--- src/rtl/traffic_pkg.sv ---
// traffic_pkg: light codes, direction encodings and scheduler state shared by the intersection controllers
package traffic_pkg;
  localparam logic [1:0] LIGHT_RED = 2'b00;
  localparam logic [1:0] LIGHT_YELLOW = 2'b01;
  localparam logic [1:0] LIGHT_GREEN = 2'b10;
  localparam logic [1:0] DIR_N = 2'd0;
  localparam logic [1:0] DIR_E = 2'd1;
  localparam logic [1:0] DIR_S = 2'd2;
  localparam logic [1:0] DIR_W = 2'd3;
  typedef enum logic [1:0] {ST_ALLRED, ST_GREEN, ST_YELLOW} state_e;
  function automatic logic [3:0] dir_bit(input logic [1:0] d);
    return 4'b1000 >> d;
  endfunction
endpackage

--- src/rtl/tick_gen.sv ---
// tick_gen: restartable prescaler; clk/rst_n/restart in, tick out once every TICK_DIV cycles
module tick_gen #(
  parameter int TICK_DIV = 50_000_000
) (
  input  logic clk,
  input  logic rst_n,
  input  logic restart,
  output logic tick
);
  localparam int W = $clog2(TICK_DIV);
  localparam logic [W-1:0] TOP = W'(TICK_DIV - 1);
  logic [W-1:0] cnt_q;
  assign tick = cnt_q == TOP;
  always_ff @(posedge clk)
    if (!rst_n) cnt_q <= '0;
    else cnt_q <= (restart || tick) ? '0 : cnt_q + W'(1);
endmodule

--- src/rtl/traffic_phase_sched.sv ---
// traffic_phase_sched: round-robin N/E/S/W phase scheduler with preempt; req/preempt_vld/preempt_dir in, lights/phase/preempt_ack out
module traffic_phase_sched
  import traffic_pkg::*;
#(
  parameter int TICK_DIV  = 50_000_000,
  parameter int MIN_GREEN = 5,
  parameter int MAX_GREEN = 15,
  parameter int YELLOW    = 1,
  parameter int ALL_RED   = 1
) (
  input  logic       clk,
  input  logic       rst_n,
  input  logic [3:0] req,
  input  logic       preempt_vld,
  input  logic [1:0] preempt_dir,
  output logic [7:0] lights,
  output logic [1:0] phase,
  output logic       preempt_ack
);
  localparam logic [4:0] MIN_L = 5'(MIN_GREEN);
  localparam logic [4:0] MAX_L = 5'(MAX_GREEN);
  localparam logic [4:0] YEL_L = 5'(YELLOW);
  localparam logic [4:0] AR_L  = 5'(ALL_RED);
  state_e     state_q, state_d;
  logic [1:0] phase_q, phase_d, last_q, last_d, pick, code;
  logic [3:0] pending_q, pending_d;
  logic [4:0] el_q, el_d, el_nx;
  logic       done_q, ack_q, ack_d, tick, restart, pick_vld, others;
  tick_gen #(.TICK_DIV(TICK_DIV)) u_tick (
    .clk(clk),
    .rst_n(rst_n),
    .restart(restart),
    .tick(tick)
  );
  // i = 4 wraps back to last itself, so the loop leaves the nearest successor of last in pick
  always_comb begin
    pick = last_q;
    pick_vld = 1'b0;
    for (int i = 4; i >= 1; i--)
      if (|(pending_q & dir_bit(2'(last_q + 2'(i))))) begin
        pick = 2'(last_q + 2'(i));
        pick_vld = 1'b1;
      end
  end
  assign el_nx = (tick && el_q != 5'd31) ? el_q + 5'd1 : el_q;
  assign others = |(pending_q & ~dir_bit(phase_q));
  // done_q stands in for an expired clearance right after reset, when el_q is still 0
  always_comb begin
    state_d = state_q;
    phase_d = phase_q;
    case (state_q)
      ST_ALLRED:
        if ((done_q || el_nx >= AR_L) && (preempt_vld || pick_vld)) begin
          state_d = ST_GREEN;
          phase_d = preempt_vld ? preempt_dir : pick;
        end
      ST_GREEN:
        state_d = (preempt_vld ? preempt_dir != phase_q
                               : others && (el_nx >= MIN_L || el_nx >= MAX_L)) ? ST_YELLOW : ST_GREEN;
      ST_YELLOW: state_d = el_nx >= YEL_L ? ST_ALLRED : ST_YELLOW;
      default:   state_d = ST_ALLRED;
    endcase
  end
  assign restart   = state_d != state_q;
  assign el_d      = restart ? 5'd0 : el_nx;
  assign last_d    = (state_q == ST_ALLRED && state_d == ST_GREEN) ? phase_d : last_q;
  assign pending_d = (pending_q | req) & ~(state_d == ST_GREEN ? dir_bit(phase_d) : 4'b0);
  assign ack_d     = state_d == ST_GREEN && preempt_vld && preempt_dir == phase_d;
  always_ff @(posedge clk)
    if (!rst_n) begin
      state_q   <= ST_ALLRED;
      phase_q   <= DIR_N;
      last_q    <= DIR_W;
      pending_q <= 4'b0;
      el_q      <= 5'd0;
      done_q    <= 1'b1;
      ack_q     <= 1'b0;
    end else begin
      state_q   <= state_d;
      phase_q   <= phase_d;
      last_q    <= last_d;
      pending_q <= pending_d;
      el_q      <= el_d;
      done_q    <= done_q & ~restart;
      ack_q     <= ack_d;
    end
  assign code = state_q == ST_GREEN ? LIGHT_GREEN : state_q == ST_YELLOW ? LIGHT_YELLOW : LIGHT_RED;
  assign lights = {6'b0, code} << {2'd3 - phase_q, 1'b0};
  assign phase = phase_q;
  assign preempt_ack = ack_q;
endmodule

--- config.mk ---
export PLATFORM = sky130hd
export DESIGN_NAME = traffic_phase_sched
export DESIGN_NICKNAME = d
export VERILOG_FILES = /design/src/rtl/traffic_pkg.sv /design/src/rtl/tick_gen.sv /design/src/rtl/traffic_phase_sched.sv
export SDC_FILE = /design/constraint.sdc
export NUM_CORES = 1
export LEC_CHECK = 0
export CAP_MARGIN = 5
export CORE_AREA = 2 2 80 82
export DETAILED_ROUTE_END_ITERATION = 8
export DIE_AREA = 0 0 82 84
export PLACE_DENSITY = 0.7
export SYNTH_ARGS = -nofsm -noshare
export SYNTH_HDL_FRONTEND = slang
export SYNTH_SLANG_ARGS = --single-unit
export TNS_END_PERCENT = 100
--- constraint.sdc ---
create_clock -name clk -period 3.74 [get_ports clk]
set_clock_uncertainty 0.1 [all_clocks]
set_input_delay 1.122 -clock clk [delete_from_list [all_inputs] [get_ports clk]]
set_output_delay 1.122 -clock clk [all_outputs]
set_load 0.02 [all_outputs]
==> results.json <==
{
  "status": "complete, no violations",
  "cap_violations": 0,
  "cp_data_required_time_ns": 3.85,
  "clkLatencyLatePin_ns": 0.29,
  "dieArea_um2": 6890,
  "cts_buffers": 5,
  "startpoint": "el_q[0]",
  "slew_headroom_pct": 41.2,
  "drc": 0,
  "yosys-top-cells-count": "dfxtp_1, nor2_1, nor3_1, nand2_1, xnor2_1",
  "grt_first_pass_wirelength_mm": 8.44,
  "post-cts-setup-buffer-count": 0,
  "die_w_um": 82,
  "synth-edff-count": 0,
  "ys_ff_latch": 43,
  "setup_tns_ns": 0,
  "synth_most_common_cell": "dfxtp_1",
  "whs_ns": 0.390,
  "p_per_area_nw_per_um2": 554,
  "worst_slew_pin_slew_ns": 0.875,
  "grt_usage_pct": 15.1,
  "hold_violations": 0,
  "post-place-ws_ns": 0.492,
  "crit_fanout": 31,
  "syn-cell-area_um2": 2350,
  "ys_top_cells_by_area": "dfxtp_1, xnor2_1, nor2_1",
  "cts_resized": 0,
  "area_delta_synth_final_pct": 13.9,
  "finalSetupViolCount": 0,
  "dr.pass1.iters": 4,
  "drt_iter0_drc": 167,
  "drv_slew": 0,
  "vias": 1973,
  "fin_ws_ns": 0.759,
  "clockBufferDepth": 2,
  "vdd_ir_drop_max_v": 0.000315,
  "critPathCaptureType": "flop",
  "vias_per_cell": 5.30,
  "grt_max_degree": 32,
  "min_path_type": "flop to flop",
  "first_global_vias": 1924,
  "timing.rr.start": "el_q[0]",
  "rsz0062_at_grt": "no",
  "met3_usage_pct": 2.38,
  "postSynthAreaPerCell_um2": 8.48,
  "yosys.area.top_type": "dfxtp_1",
  "stdcell_area_um2": 2680,
  "nets": 311,
  "antenna_found_initial": 0,
  "synthFlopType": "dfxtp_1",
  "core-area_um2": 6100,
  "async_reset_ff_share_pct": 0,
  "period_needed_ns": 2.98,
  "grt_util_met1_pct": 19.8,
  "drt-wirelength-per-cell_um": 12.5,
  "start_kind": "flop",
  "syn_inst": 277,
  "cts_hold_buf": 0,
  "wirelength_mm": 4.67,
  "die_h_um": 84,
  "grt_overflow_total": 0,
  "place_area_um2": 2590,
  "met2_usage_pct": 24.5,
  "routabilityCongestion": 0.849,
  "path_class": "flop to flop",
  "cts_root_buffer": "clkbuf_8",
  "clkTransAtPathRegs_ns": 0.07,
  "cts_num_sinks": 43,
  "power_mw": 1.48,
  "synth_cell_types": 44,
  "cts_tree": "yes",
  "portBuffers": 19,
  "yosys_warnings": 0,
  "arrival_ns": 3.10,
  "htreeDepth": 2,
  "antenna_left": 0,
  "row_count": 29,
  "hpwl_mm": 3.48,
  "syn_nets": 294,
  "fin_util_pct": 43.9,
  "place_inst": 364,
  "drive_gt1_share_pct": 6.44,
  "leakage_nw": 0.904,
  "finalCritPeriodShare_pct": 79.7,
  "io-pin-count": 20,
  "holdCritStartpoint": "u_tick.cnt_q[0]",
  "diodes": 0,
  "synth_top_area_share_pct": 36.7,
  "final_cells": 372,
  "fmax_mhz": 335,
  "top_usage_layer": "met2",
  "initial_core_util_pct": 38.5,
  "ys_seq_area_share_pct": 36.7
}
report_power, final:
part	internal, mW	switching (mW)
logic	0.252	0.341
registers	0.516	0.0961
clock network	0.131	0.147
total	0.899	0.584
critical path, cell delays in order (launching register included):
cell and delay [ns]:
dfxtp_1 0.38, ha_1 0.26, and3_1 0.20, ha_1 0.22, nor4_4 0.53, mux2_4 0.37
o21ai_2 0.24, nand4_1 0.12, buf_4 0.25, nor3b_1 0.20
area by class of cell:
class	instances	area, µm²
Fill cell	610	3420
Inverter	10	37.5
Clock buffer	7	76.3
Clock inverter	1	5.00
Multi-Input combinational cell	213	1390
Sequential cell	43	861
Tap cell	77	96.3
Timing Repair Buffer	21	205
kinds of logic after synthesis:
kind of cell               synth area share, %
and+or+nand+nor                           27.8
AOI/OAI and AO/OA                         12.9
DFF                                       36.7
xor gates and xnor gates                  11.6
buffers and inverters                     4.00
adders and majority gates                 4.26
muxes                                     2.82
layout by cell type, fill, tap and decap left out, drive strengths merged, types with 9 or more instances in the layout:
master         instances
nor2                  37
o21ai                  9
xor2                  12
nand3                 11
nor3                  22
clkdlybuf4s50         19
inv                   10
xnor2                 19
dfxtp                 43
nand2                 21
registers in the layout, summed over array words and instances (netlist names):
register / count
u_tick.cnt_q: 26
el_q: 5
pending_q: 4
last_q: 2
phase: 2
state_q: 2
done_q: 1
preempt_ack: 1
path summary, 6_finish.rpt:
check	to	slack, ns	cells past startpoint
worst max-delay path	u_tick.cnt_q[1]	0.76	9
worst min register to register	u_tick.cnt_q[0]	0.39	1
worst min-delay path	u_tick.cnt_q[0]	0.39	1
worst max register to register	u_tick.cnt_q[1]	0.76	9
per-layer routing:
layer,vias up,wire (µm)
met3,12,176
met2,42,2170
li1,1015,-
met1,904,2230
met5,-,0
met4,0,93
Power figures use the tool's default switching activity.
